`src/rtl/add_sub_fu.sv`:
```
// Pipelined add/sub functional unit: doubling (prefix) CLA in stage 0, LAT delay stages, CDB request/grant.
// Optional signed-overflow flag per stage and cdb_ovf port when ADDSUB_OVF_FLAG_EN is defined.

// 32-bit carry-lookahead adder with log-depth doubling of group generate/propagate.
module doublingCLA_32 (
  input  logic [31:0] a,
  input  logic [31:0] b,
  input  logic        cin,
  output logic [31:0] sum,
  output logic        cout
);

  logic [31:0] p0;
  logic [31:0] g;
  logic [31:0] p;
  logic [31:0] gn;
  logic [31:0] pn;
  logic [31:0] carry;

  always_comb begin
    p0    = a ^ b;
    g     = a & b;
    // Fold the carry-in into bit 0 so g[i] becomes the carry out of bit i.
    g[0]  = g[0] | (p0[0] & cin);
    p     = p0;
    gn    = g;
    pn    = p;
    for (int d = 1; d < 32; d = d * 2) begin
      gn = g;
      pn = p;
      for (int i = 0; i < 32; i++) begin
        if (i >= d) begin
          gn[i] = g[i] | (p[i] & g[i-d]);
          pn[i] = p[i] & p[i-d];
        end
      end
      g = gn;
      p = pn;
    end
    carry = {g[30:0], cin};
    sum   = p0 ^ carry;
    cout  = g[31];
  end

endmodule

module add_sub_fu #(
  parameter int WIDTH = 32,
  parameter int TAG_W = 4,
  parameter int LAT   = 2
) (
  input  logic             clk,
  input  logic             rst,
  input  logic             in_valid,
  output logic             in_ready,
  input  logic             in_op,
  input  logic [WIDTH-1:0] in_a,
  input  logic [WIDTH-1:0] in_b,
  input  logic [TAG_W-1:0] in_tag,
  input  logic             flush,
  output logic             cdb_req,
  input  logic             cdb_grant,
  output logic [TAG_W-1:0] cdb_tag,
  output logic [WIDTH-1:0] cdb_data,
  output logic             cdb_cout,
`ifdef ADDSUB_OVF_FLAG_EN
  output logic             cdb_ovf,
`endif
  output logic             busy
);

  // Handshakes: an op moves on an edge where valid & ready are both high.
  // Upstream holds its payload while in_valid & ~in_ready; a result moves to the
  // CDB on the edge where cdb_req & cdb_grant, and cdb_* stay stable until then.

  logic [LAT-1:0]   v;
  logic [TAG_W-1:0] tag_q  [LAT];
  logic [WIDTH-1:0] data_q [LAT];
  logic [LAT-1:0]   cout_q;
`ifdef ADDSUB_OVF_FLAG_EN
  logic [LAT-1:0]   ovf_q;
  logic             ovf_s0;
`endif

  logic             stall;
  logic             accept;
  logic [WIDTH-1:0] b_eff;
  logic [WIDTH-1:0] sum;
  logic             cla_cout;

  // Subtraction is A + ~B + 1, with the +1 supplied as the carry-in.
  assign b_eff = in_op ? ~in_b : in_b;

  doublingCLA_32 u_cla (
    .a    (in_a),
    .b    (b_eff),
    .cin  (in_op),
    .sum  (sum),
    .cout (cla_cout)
  );

`ifdef ADDSUB_OVF_FLAG_EN
  assign ovf_s0 = (in_a[WIDTH-1] == b_eff[WIDTH-1]) & (sum[WIDTH-1] != in_a[WIDTH-1]);
`endif

  assign stall    = v[LAT-1] & ~cdb_grant;
  assign in_ready = ~stall & ~flush;
  assign accept   = in_valid & in_ready;
  assign busy     = |v;

  assign cdb_req  = v[LAT-1];
  assign cdb_tag  = tag_q[LAT-1];
  assign cdb_data = data_q[LAT-1];
  assign cdb_cout = cout_q[LAT-1];
`ifdef ADDSUB_OVF_FLAG_EN
  assign cdb_ovf  = ovf_q[LAT-1];
`endif

  always_ff @(posedge clk or posedge rst) begin
    if (rst) begin
      v      <= '0;
      cout_q <= '0;
`ifdef ADDSUB_OVF_FLAG_EN
      ovf_q  <= '0;
`endif
      for (int i = 0; i < LAT; i++) begin
        tag_q[i]  <= '0;
        data_q[i] <= '0;
      end
    end else begin
      if (flush) begin
        v <= '0;
      end else if (!stall) begin
        v[0] <= accept;
        for (int i = 1; i < LAT; i++) begin
          v[i] <= v[i-1];
        end
      end
      // Payload only loads behind a valid bit, so an idle output keeps its last value.
      if (!stall && !flush) begin
        if (accept) begin
          tag_q[0]  <= in_tag;
          data_q[0] <= sum;
          cout_q[0] <= cla_cout;
`ifdef ADDSUB_OVF_FLAG_EN
          ovf_q[0]  <= ovf_s0;
`endif
        end
        for (int i = 1; i < LAT; i++) begin
          if (v[i-1]) begin
            tag_q[i]  <= tag_q[i-1];
            data_q[i] <= data_q[i-1];
            cout_q[i] <= cout_q[i-1];
`ifdef ADDSUB_OVF_FLAG_EN
            ovf_q[i]  <= ovf_q[i-1];
`endif
          end
        end
      end
    end
  end

endmodule
```
`config.mk`:
```
export PLATFORM = sky130hd
export DESIGN_NAME = add_sub_fu
export DESIGN_NICKNAME = d
export VERILOG_FILES = /design/src/rtl/add_sub_fu.sv
export SDC_FILE = /design/constraint.sdc
export NUM_CORES = 1
export LEC_CHECK = 0
export CAP_MARGIN = 20
export CORE_AREA = 5 5 93 160
export DETAILED_ROUTE_END_ITERATION = 12
export DIE_AREA = 0 0 98 165
export DONT_BUFFER_PORTS = 1
export SLEW_MARGIN = 20
export SYNTH_ARGS = -nofsm -noshare
export SYNTH_HDL_FRONTEND = slang
export SYNTH_SLANG_ARGS = --single-unit
export TNS_END_PERCENT = 100
```
`constraint.sdc`:
```
create_clock -name clk -period 3.11 [get_ports clk]
set_input_delay 0.622 -clock clk [delete_from_list [all_inputs] [get_ports clk]]
set_output_delay 0.622 -clock clk [all_outputs]
set_load 0.03 [all_outputs]
```
==> flow_summary.yaml <==
synth:
  synth-async-reset-ratio: 1.00
  synth_xor_area_frac: 0.0903
  synth_compound_area_frac: 0.171
  synth_cell_type_count: 56
  synth-main-ff-cell: "dfrtp_1"
  synth_area_mm2: 0.00524
  synth_top_cell_by_area: "dfrtp_1"
  yosysSeqAreaShare: 0.363
  ys_seq_elements: 76
  synth_mux_area_frac: 0.0872
  synthTopCellsByArea: "dfrtp_1 (36%), mux2_2 (8.0%), ha_1 (7.9%)"
  yosysMostFrequentCell: "dfrtp_1"
  synth.net_count: 669
  synthCells: 561
  synth_top_area_frac: 0.363
  ys_warn_count: 0
  synthTopCellsByCount: "dfrtp_1 (76), nand2_1 (66), xor2_1 (39)"
  synth-edff-count: 0
  synthSimpleGateAreaFrac: 0.123
  synth_fa_ha_area_frac: 0.0826
  synth.avg_cell_area_um2: 9.34
  synth_top_family_by_area: "compound AO/OA/AOI/OAI gates"
cells_and_area:
  finalInstanceArea_mm2: 0.00552
  drive_gt1_frac: 0.149
  antenna_cells: 0
  area_delta_synth_final_pct: 5.35
  final_nets: 634
place:
  dp_worst_setup_slack_ns: -0.181
  io_buffers: 0
  place_congestion: 0.902
  post_dp_cell_area_mm2: 0.00524
  dp_hpwl_mm: 10.3
drt:
  routed_wl_mm: 12.7
  final_antenna_net_count: 0
  route.detailed.drc: 0
  wl_per_cell_um: 18.1
  drt_pass1_iterations: 4
  vias: 3812
  drt_iter0_drc: 135
  avgViaCountPerCell: 5.41
worst_hold_path:
  hold_class: "in2async"
cts:
  cts_sinks: 76
  clk_transition_reported_paths_ns: 0.05
  h-tree-depth: 3
  cts_tree: "built"
  clockBufferDepth: 2
  numCtsBuffers: 9
  clk_latency_ns: 0.32
  cts-hold-fix-buffers: 0
  clock-root-buffer: "clkbuf_16"
run_status:
  status: "finished clean"
setup_path:
  crit_arrival_ns: 3.07
  crit_path_max_fanout: 32
  cp-start-kind: "primary input"
  worst-setup-path-type: "in2reg"
  end_kind: "flip-flop"
  crit_required_ns: 3.30
grt:
  grt_pass1_wl_mm: 20.4
  overflow: 0
  grt_pass1_vias: 3906
  grtUsageTotal: 0.158
  grt_max_degree: 39
  antenna_found_initial: 0
floorplanning:
  die_h_um: 165
  fp-row-count: 56
  start_util: 0.391
  core-area_mm2: 0.0134
  die_w_um: 98
  die_area_mm2: 0.0162
  io_pins: 114
timing:
  timing_hold_violations_final: 0
  final.period_utilization: 0.925
  period_minus_slack_ns: 2.88
  fin_worst_skew_ns: 0.00213
  max_freq_ghz: 0.348
  worst_pin_slew_ns: 0.778
  rsz0062_at_grt: "false"
  setup_viol: 0
  slew_viol_final: 0
  fin_ws_ns: 0.233
  relSlewSlack: 0.481
pwr:
  p_per_area_mw_per_mm2: 710
  cellLeakagePower_nw: 2.50
  ir_worst_vdd_mv: 0.269
flow_run:
  drv_cap: 0
-- worst max-delay path: stages --
cell	delay [ns]
xor2_1	0.22
inv_1	0.10
fa_1	0.42
nor2b_1	0.15
o2111ai_1	0.17
a311oi_2	0.29
a21oi_1	0.22
o41ai_2	0.41
buf_4	0.18
mux2i_1	0.18
nand4_1	0.10
-- worst paths after layout --
check	start	slack, ns	to	depth (start not counted)
setup / recovery	in_op	0.23	data_q[60]$_DFFE_PP0P_	11
hold / removal	rst	0.21	cdb_data[16]$_DFFE_PP0P_	1
setup reg to reg	v[1]$_DFFE_PP0P_	0.81	data_q[61]$_DFFE_PP0P_	7
hold reg to reg	tag_q[7]$_DFFE_PP0P_	0.47	tag_q[7]$_DFFE_PP0P_	2
max in group asynchronous	rst	2.21	data_q[59]$_DFFE_PP0P_	2
min in group clk	flush	0.36	v[1]$_DFFE_PP0P_	1
-- where the power goes --
group          internal [mW]  switching (mW)
combinational          0.490           0.560
sequential              1.31           0.631
clock                  0.576           0.353
-- per-stage QoR --
step / total power, mW / hold slack [ns] / std cells / util / setup TNS, ns
3_3_place_gp: 2.99 / 0.454 / 689 / 0.391 / -0.109
4_1_cts: 3.98 / 0.221 / 704 / 0.411 / 0
6_report: 3.92 / 0.207 / 704 / 0.412 / 0
3_5_place_dp: 3.03 / 0.463 / 689 / 0.391 / -0.418
2_1_floorplan: 2.96 / 0.435 / 561 / - / -0.0272
5_1_grt: 4.18 / 0.244 / 704 / 0.412 / 0
-- sequential cells by signal, summed over array words and instances, names as in the netlist --
register and count:
cdb_tag 4, data_q 32, v 2, cdb_data 32, tag_q 4, cout_q 2
-- logic make-up after synthesis --
kind of cell / count (synthesis)
buffers and inverters: 79
multiplexers: 41
flip-flops: 76
AO/OA/AOI/OAI: 136
XOR/XNOR: 54
adder cells (fa/ha/maj): 34
AND/OR/NAND/NOR: 141
-- routing by layer --
metal,GRT usage,wire length (um),up-vias
li1,-,-,1883
met1,0.179,5190,1830
met2,0.292,6790,88
met3,0.0300,527,11
met4,0.0567,235,0
met5,0,0,-
-- placed cells by master, fill, tap and decap left out, drive strengths merged, types with 3 or more instances in the layout --
cell and n:
dfrtp 76, nand2 66, xor2 39, mux2 37, a21oi 37, o21ai 36, ha 33, nor2 25
buf 19, xnor2 15, inv 13, nand4 13, clkbuf 13, a21o 12, nand3 12, o21bai 7
a31oi 5, o21a 5, nor2b 4, mux2i 4, nand2b 4, o2111ai 4, nor3 4, o211a 3
o211ai 3, a41oi 3, or4 3, o31ai 3, clkinv 3
-- what timing repair did --
| action | CTS | global route |
|---|---|---|
| endpoints found under the setup margin | 0 | 3 |
| setup buffers | 0 | 0 |
| resized for setup | 0 | 2 |
-- layout make-up --
| type | instances | area, um2 |
|---|---|---|
| clock buffer | 13 | 260 |
| timing repair buffer | 19 | 155 |
| tap | 174 | 218 |
| multi-input combinational | 406 | 2920 |
| fill | 1330 | 7860 |
| sequential | 76 | 1900 |
| clock inverter | 2 | 10.0 |
| inverter | 14 | 53.8 |
No activity file was read; power rests on OpenSTA's default activity.
